===== src/rtl/clkdiv_detect_pkg.sv =====
// Shared definitions for the divided-clock period detector: FSM state
// encoding, ratio_code values and the period-to-ratio mapping.
package clkdiv_detect_pkg;

   typedef enum logic [1:0] {
      IDLE    = 2'd0,
      MEASURE = 2'd1,
      LOCKED  = 2'd2
   } state_t;

   localparam logic [1:0] RATIO_UNKNOWN = 2'd0;
   localparam logic [1:0] RATIO_DIV2    = 2'd1;
   localparam logic [1:0] RATIO_DIV4    = 2'd2;
   localparam logic [1:0] RATIO_DIV8    = 2'd3;

   // Maps a measured period (in clk cycles) onto the divide-ratio code.
   function automatic logic [1:0] ratio_for(input logic [31:0] p);
      case (p)
         32'd2:   return RATIO_DIV2;
         32'd4:   return RATIO_DIV4;
         32'd8:   return RATIO_DIV8;
         default: return RATIO_UNKNOWN;
      endcase
   endfunction

endpackage


===== src/rtl/clkdiv_detect_edge.sv =====
// Single-register edge detector. rise/fall are combinational from the
// current input and its registered copy, so an edge is flagged in the
// same cycle the new level appears.
module edge_detect (
   input  logic clk,
   input  logic reset,
   input  logic sig,
   output logic q,
   output logic rise,
   output logic fall
);

   // Delayed copy of the input for edge comparison.
   always_ff @(posedge clk or posedge reset) begin
      if (reset) q <= 1'b0;
      else       q <= sig;
   end

   assign rise = sig & ~q;
   assign fall = ~sig & q;

endmodule


===== src/rtl/clkdiv_detect.sv =====
// Measures the rise-to-rise period of a divided clock in clk cycles,
// declares lock once LOCK_COUNT consecutive periods agree, classifies
// div2/div4/div8 while locked, and times out when no edge arrives before
// the period counter would overflow.
//
//   state   | meaning
//   --------+-----------------------------------------------------------
//   IDLE    | no reference edge yet; waiting for the first rise
//   MEASURE | counting a period, not locked
//   LOCKED  | counting a period, last LOCK_COUNT periods were equal
module clkdiv_detect #(
   parameter int CNT_W      = 8,
   parameter int LOCK_COUNT = 2
) (
   input  logic             clk,
   input  logic             reset,
   input  logic             div_in,
   output logic [CNT_W-1:0] period,
   output logic             period_valid,
   output logic             locked,
   output logic [1:0]       ratio_code,
   output logic             timeout
);

   import clkdiv_detect_pkg::*;

   // Last count value that still leaves room for period = cnt + 1.
   localparam logic [CNT_W-1:0] CNT_LAST = {{(CNT_W-1){1'b1}}, 1'b0};
   localparam logic [3:0]       LOCK_TGT = 4'(LOCK_COUNT);

   state_t           state, state_next;
   logic [CNT_W-1:0] cnt, cnt_next;
   logic [3:0]       match_cnt, match_next;
   logic [CNT_W-1:0] period_next;
   logic             pv_next, locked_next, timeout_next;
   logic [1:0]       ratio_next;

   logic             div_q, rise, fall;
   logic             unused_edge;

   logic [CNT_W-1:0] meas_period;
   logic [3:0]       match_upd;
   logic             lock_hit;
   logic             cnt_end;

   edge_detect u_rise (
      .clk   (clk),
      .reset (reset),
      .sig   (div_in),
      .q     (div_q),
      .rise  (rise),
      .fall  (fall)
   );

   // Only the rising edge drives this detector.
   assign unused_edge = div_q ^ fall;

   assign meas_period = cnt + 1'b1;
   assign cnt_end     = (cnt == CNT_LAST);

   // A repeated period extends the run (capped); anything else starts a new run of one.
   always_comb begin
      match_upd = 4'd1;
      if (meas_period == period)
         match_upd = (match_cnt >= LOCK_TGT) ? LOCK_TGT : match_cnt + 4'd1;
   end

   assign lock_hit = (match_upd >= LOCK_TGT);

   // State register.
   always_ff @(posedge clk or posedge reset) begin
      if (reset) state <= IDLE;
      else       state <= state_next;
   end

   // Next-state logic; a rise wins over the counter-end timeout.
   always_comb begin
      state_next = state;
      unique case (state)
         IDLE: begin
            if (rise) state_next = MEASURE;
         end
         MEASURE, LOCKED: begin
            if (rise)         state_next = lock_hit ? LOCKED : MEASURE;
            else if (cnt_end) state_next = IDLE;
         end
         default: state_next = IDLE;
      endcase
   end

   // Next values for the counter, match tracker and registered outputs.
   always_comb begin
      cnt_next     = cnt;
      match_next   = match_cnt;
      period_next  = period;
      pv_next      = 1'b0;
      timeout_next = 1'b0;
      unique case (state)
         IDLE: begin
            if (rise) cnt_next = '0;
         end
         MEASURE, LOCKED: begin
            if (rise) begin
               period_next = meas_period;
               pv_next     = 1'b1;
               cnt_next    = '0;
               match_next  = match_upd;
            end else if (cnt_end) begin
               timeout_next = 1'b1;
               cnt_next     = '0;
               match_next   = 4'd0;
            end else begin
               cnt_next = cnt + 1'b1;
            end
         end
         default: begin
            cnt_next   = '0;
            match_next = 4'd0;
         end
      endcase
      locked_next = (state_next == LOCKED);
      ratio_next  = locked_next ? ratio_for(32'(period_next)) : RATIO_UNKNOWN;
   end

   // Datapath and output registers.
   always_ff @(posedge clk or posedge reset) begin
      if (reset) begin
         cnt          <= '0;
         match_cnt    <= 4'd0;
         period       <= '0;
         period_valid <= 1'b0;
         locked       <= 1'b0;
         ratio_code   <= RATIO_UNKNOWN;
         timeout      <= 1'b0;
      end else begin
         cnt          <= cnt_next;
         match_cnt    <= match_next;
         period       <= period_next;
         period_valid <= pv_next;
         locked       <= locked_next;
         ratio_code   <= ratio_next;
         timeout      <= timeout_next;
      end
   end

endmodule


===== config.mk =====
export PLATFORM = sky130hd
export DESIGN_NAME = clkdiv_detect
export DESIGN_NICKNAME = d
export VERILOG_FILES = /design/src/rtl/clkdiv_detect_pkg.sv /design/src/rtl/clkdiv_detect_edge.sv /design/src/rtl/clkdiv_detect.sv
export SDC_FILE = /design/constraint.sdc
export NUM_CORES = 1
export LEC_CHECK = 0
export ABC_AREA = 0
export CORE_MARGIN = 8
export CORE_UTILIZATION = 35
export CTS_BUF_LIST = sky130_fd_sc_hd__clkbuf_8
export CTS_CLUSTER_SIZE = 25
export DETAILED_ROUTE_END_ITERATION = 8
export SYNTH_ARGS = -nofsm -noshare
export SYNTH_HDL_FRONTEND = slang
export SYNTH_SLANG_ARGS = --single-unit

===== constraint.sdc =====
create_clock -name clk -period 2.45 [get_ports clk]
set_input_delay 0.49 -clock clk [delete_from_list [all_inputs] [get_ports clk]]
set_output_delay 0.49 -clock clk [all_outputs]
set_load 0.05 [all_outputs]

==> impl_metrics.toml, run 1 <==
[outcome]
outcome = "completed"

[sta]
final-setup-viol-count = 0
maxSlewHeadroom_pct = 66.02
fin_skew_ns = 0.008534
min_period_ns = 2.345
tightest_slew_ns = 0.5081
report.final.slew_viol_count = 0
fmax_ghz = 0.4265
hold_viol = 0
post-route-period-util_pct = 95.71
fin_setup_tns_ns = 0

[cts]
post_cts_buffers = 0
cts_buffers = 3
cts_tree = "yes"
clock_sinks = 28
clk_latency_ns = 0.28
clockBufferDepth = 2
root_buffer = "clkbuf_8"
clk_pin_slew_ns = 0.10
hold_buffers = 0
h-tree-depth = 1

[cells_and_area]
n_antenna_cell = 0
nets = 193
regArea_um2 = 701.9
n_fill_cell = 426
multi_input_area_um2 = 823.3
post-route-util_pct = 43.64
drive_above_1_share_pct = 14.75
synthToLayoutAreaGrowth_pct = 19.73

[global_routing]
grt_use_met1_pct = 12.49
grt_pass1_vias = 1277
grt_use_met2_pct = 17.40
antenna_found_initial = 0
overflow = 0
grt_max_degree = 29
grt_pass1_wl_um = 6182
busiest_layer = "met2"
met3_usage_pct = 3.613
track_usage_pct = 10.54

[placed_design]
dpl.hpwl_um = 2702
place.gp.congestion = 0.7918
numPortBuffers = 15

[logic_synthesis]
synth_area_um2 = 1598
synth_ff_type = "dfrtp_1"
ys_types = 46
synth_edf_count = 0
yosysMostFrequentCell = "dfrtp_1"
yosys.area.top_type = "dfrtp_1"
ys_ff_latch = 28
syn_nets = 171
yosys.area.top_type_share_pct = 43.85
ys_seq_area_share_pct = 43.85
syn_inst = 162
yosys_warnings = 0
async_reset_ff_share_pct = 100.0
ys_top_cells_by_area = "dfrtp_1 (44%), o21ai_0 (5.3%), ha_1 (4.7%)"
synth.top_cells.by_count = "dfrtp_1 (28), o21ai_0 (17), nand2_1 (15), nor2_1 (11), inv_1 (10)"
synth_area_per_cell_um2 = 9.863

[die]
start_util_pct = 36.44
core-area_um2 = 4384
dieArea_um2 = 6983
fp.dieW_um = 83.57
fp.dieH_um = 83.57
ios = 16
fp-row-count = 24

[routing]
drt_iter0_markers = 71
drt-wirelength-per-cell_um = 15.68
dr_total_vias = 1237
via_per_inst = 5.264
routed_wl_um = 3684
drc = 0
firstDrtPassIters = 4
ant_nets = 0

[hold_path]
hold_depth = 1
hold_class = "flop to flop"
min_from = "match_cnt[3]"
min_to = "match_cnt[3]"

[critical_path]
path_max_fanout = 6
worstPathCellList = "ha_2 -> xor2_1 -> xnor2_1 -> nand4_1 -> or3_4 -> o41a_1 -> nor4_2"
cp.required_ns = 2.65
r2r-end = "ratio_code[0]"
setup.worst_path.start_class = "flop"
crit_type = "flop to flop"
critical-path-max-stage-delay_ns = 0.45
crit_path_top_delay_cell = "dfrtp_2"
crit_arrival_ns = 2.54
end_kind = "flop"
rrSetupSlack_ns = 0.11
reg2reg_depth = 7
reg2reg_from = "cnt[1]"

[pwr]
vdd.ir_drop.worst_mv = 0.7378
leakage_nw = 0.8168
power.density_nw_per_um2 = 1000

[run]
maxCapViolations = 0
-- layout by cell type (no fill, tap or decap), types with 3 or more instances in the layout --
cell type and count:
nor3_1 3, clkdlybuf4s50_1 15, nor2_1 11, nand2_1 15, a21oi_1 4, nand3_1 3
nand2b_1 3, o31ai_1 3, clkbuf_8 3, nor4_1 3, buf_4 8, xnor2_1 7
ha_1 4, dfrtp_1 27, a31oi_1 4, o21ai_0 17, xor2_1 5, inv_1 10
-- layout make-up --
class	instances	area share (%)
tap	52	3.401
timing repair buffer	23	10.99
clock inverter	1	1.570
sequential	28	36.69
multi-input combinational	117	43.03
clock buffer	3	2.158
inverter	11	2.158
-- through the flow --
step	cells	total power, mW	area [um2]	setup slack [ns]	hold WS (ns)
after floorplan	162	1.267	1598	0.1559	0.4554
after global placement	231	1.506	1814	0.1232	0.4752
after detailed placement	231	1.519	1814	0.04884	0.4728
after CTS	235	1.892	1886	0.01282	0.5032
after global routing	235	2.036	1913	-0.02814	0.5318
final	235	1.914	1913	0.1051	0.4936
-- registers in the layout (all words and copies together) (netlist names) --
| register | flops |
|---|---|
| match_cnt | 4 |
| period | 8 |
| locked | 1 |
| timeout | 1 |
| cnt | 8 |
| ratio_code | 2 |
| u_rise.q | 1 |
| state | 2 |
| period_valid | 1 |
-- report_power, final --
group	leakage [nW]	total, mW	switching (mW)	internal [mW]
combinational	0.409	0.909	0.568	0.341
sequential	0.372	0.639	0.0911	0.548
clock	0.0357	0.366	0.147	0.219
total	0.817	1.91	0.806	1.11
-- logic make-up (layout without fill, tap and decap cells) --
group                      after synthesis  in the layout  share of synthesized area (%)
DFF                                     28             28                          43.85
buffers and inverters                   17             38                          6.264
and+or+nand+nor                         57             57                          19.58
adders and majority gates                6              6                          4.698
AOI/OAI and AO/OA                       40             40                          16.13
xor gates and xnor gates                14             14                          9.475
-- layer usage --
metal  part of all wire, %  routed length [um]
met2                    51                1862
met1                    42                1565
met5                     0                   0
met3                   6.2                 228
met4                  0.73                  27
-- timing repair --
| item | 4_1_cts | 5_1_grt |
|---|---|---|
| gates resized for setup | 0 | 5 |
| setup endpoints to repair | 0 | 3 |
| hold endpoints to repair | 0 | 0 |
-- how the worst max path moves through the flow --
stage                       from       endpoint
after CTS                 cnt[1]  ratio_code[0]
after floorplan           cnt[0]  ratio_code[0]
final                     cnt[1]  ratio_code[0]
after global placement    div_in  ratio_code[1]
after global routing      cnt[1]  ratio_code[0]
after detailed placement  cnt[1]  ratio_code[0]
-- worst max-delay path, delay by kind of cell (launching register included) --
family | cells | cell delay [ns]
compound gates | 1 | 0.38
xor+xnor | 2 | 0.36
fa+ha+maj | 1 | 0.25
flops | 1 | 0.45
simple gates | 3 | 0.82
(Power assumes the default switching activity.)
==> inputs of run 2 (changes only) <==
DONT_BUFFER_PORTS = 1   (was default)
==> run 2 against run 1 <==
Effect of this change:
- die area did not move
- largest power group unchanged
- sequential cell count did not move
- first-iteration DRC count increased by 4.2%
==> impl_metrics.toml, run 2 (synthesis gave the netlist of run 1 again) <==
[cells_and_area]
nets = 188
final_cell_mix = "dfrtp_1 (27), buf_4 (18), o21ai_0 (17)"
synthToLayoutAreaGrowth_pct = 15.43
stdcell_area_um2 = 1844
drive_above_1_share_pct = 21.91
top_regs = "cnt: 8 flops, period: 8 flops, match_cnt: 4 flops"
post-route-util_pct = 42.07
n_antenna_cell = 0
layout_commonest_cell = "dfrtp_1"

[sta]
final-setup-viol-count = 0
min_period_ns = 2.257
fmax_ghz = 0.4431
fin_setup_tns_ns = 0
fin_skew_ns = 0.008575
report.final.slew_viol_count = 0
hold_viol = 0
post-route-period-util_pct = 92.11
holdWs_ns = 0.1465
tightest_slew_ns = 0.4862
maxSlewHeadroom_pct = 67.24
grt_setup_unrepaired = "false"

[critical_path]
path_max_fanout = 5
end_kind = "flop"
crit_type = "flop to flop"
crit_path_top_delay_cell = "dfrtp_2"
reg2reg_depth = 7
setup.worst_path.start_class = "flop"
reg2reg_from = "cnt[0]"
critical-path-max-stage-delay_ns = 0.45
worstPathBufferInverterCount = 0
crit_arrival_ns = 2.46
cp.required_ns = 2.65
worstPathCellList = "ha_2 -> and3_4 -> xnor2_1 -> nand4_1 -> or3_4 -> o41a_1 -> nor4_2"
rrSetupSlack_ns = 0.19
r2r-end = "ratio_code[0]"
crit_family = "simple AND/OR/NAND/NOR gates"

[routing]
drt_iter0_markers = 74
via_per_inst = 5.365
drt-wirelength-per-cell_um = 15.43
routed_wl_um = 3549
drc = 0
ant_nets = 0
firstDrtPassIters = 4
dr_total_vias = 1234

[cts]
root_buffer = "clkbuf_8"
h-tree-depth = 1
cts_buffers = 3
clock_sinks = 28
clk_pin_slew_ns = 0.11
clk_latency_ns = 0.29
cts_tree = "yes"
clockBufferDepth = 2
post_cts_buffers = 0

[pwr]
leakage_nw = 0.8129
power.density_nw_per_um2 = 1023
finalPower_mw = 1.887
vdd.ir_drop.worst_mv = 0.5522

[die]
fp.dieW_um = 83.57
fp.dieH_um = 83.57
dieArea_um2 = 6983
core-area_um2 = 4384
ios = 16
fp-row-count = 24
start_util_pct = 36.44

[global_routing]
grt_max_degree = 29
grt_pass1_vias = 1277
antenna_found_initial = 0
grt_pass1_wl_um = 6230
overflow = 0
track_usage_pct = 10.59

[placed_design]
place.gp.congestion = 0.8257
dpl.hpwl_um = 2633
numPortBuffers = 0
place_area_um2 = 1739

[hold_path]
hold_class = "input port to async pin"

[run]
maxCapViolations = 0

[outcome]
outcome = "completed"
-- run 2: changes by cell type in the layout (fill, tap and decap cells not counted) --
| cell | change |
|---|---|
| xor2_2 | +1 |
| buf_4 | +10 |
| nand3_1 | -1 |
| ha_4 | -1 |
| nor4_1 | -1 |
| clkdlybuf4s50_1 | -15 |
| nand3_2 | +1 |
| xor2_1 | -1 |
| ha_1 | +1 |
| nor4_2 | +1 |
-- run 2: metrics by stage --
stage               std cells  setup slack [ns]
floorplan                 162            0.1559
global placement          226            0.1010
detailed placement        226          -0.01175
CTS                       230          0.008934
global route              230           0.09235
finish                    230            0.1933
-- run 2: timing repair --
action / 4_1_cts / 5_1_grt
cloned: 0 / 0
pin swaps: 0 / 3
resized for setup: 3 / 4
hold buffers: 0 / 0
setup endpoints to repair: 1 / 3
-- run 2: worst max path at each step --
stage / from / endpoint / cells past startpoint / slack [ns]
floorplan: cnt[0] / ratio_code[0] / 9 / 0.16
global placement: cnt[0] / ratio_code[1] / 7 / 0.10
detailed placement: cnt[0] / ratio_code[0] / 7 / -0.01
CTS: cnt[0] / ratio_code[1] / 8 / 0.009
global route: cnt[0] / ratio_code[1] / 7 / 0.09
finish: cnt[0] / ratio_code[0] / 7 / 0.19
-- run 2: area by class of cell --
cell class	count	area (um2)
Tap cell	52	65.06
Clock buffer	3	41.29
Inverter	11	41.29
Clock inverter	1	30.03
Timing Repair Buffer	18	135.1
Sequential cell	28	701.9
Fill cell	422	2540
Multi-Input combinational cell	117	829.5
-- run 2: metal layers --
metal  global-route usage (%)  vias to the layer above  routed length, um
li1                         -                      603                  -
met1                    13.31                      611               1681
met2                    16.84                       15               1652
met3                    2.832                        5                163
met4                    3.768                        0                 51
met5                        0                        -                  0
-- run 2: where the power goes --
| part | total, mW | internal, mW | switching, mW |
|---|---|---|---|
| Clock | 0.378 | 0.219 | 0.159 |
| Sequential | 0.630 | 0.549 | 0.0811 |
| Combinational | 0.879 | 0.317 | 0.563 |
==> inputs of run 3 (changes only) <==
DONT_BUFFER_PORTS = default   (was 1)
SKIP_LAST_GASP = 1   (was default)
==> results of run 3 <==
The final DEF is identical to that of run 1; final timing and power are the same.
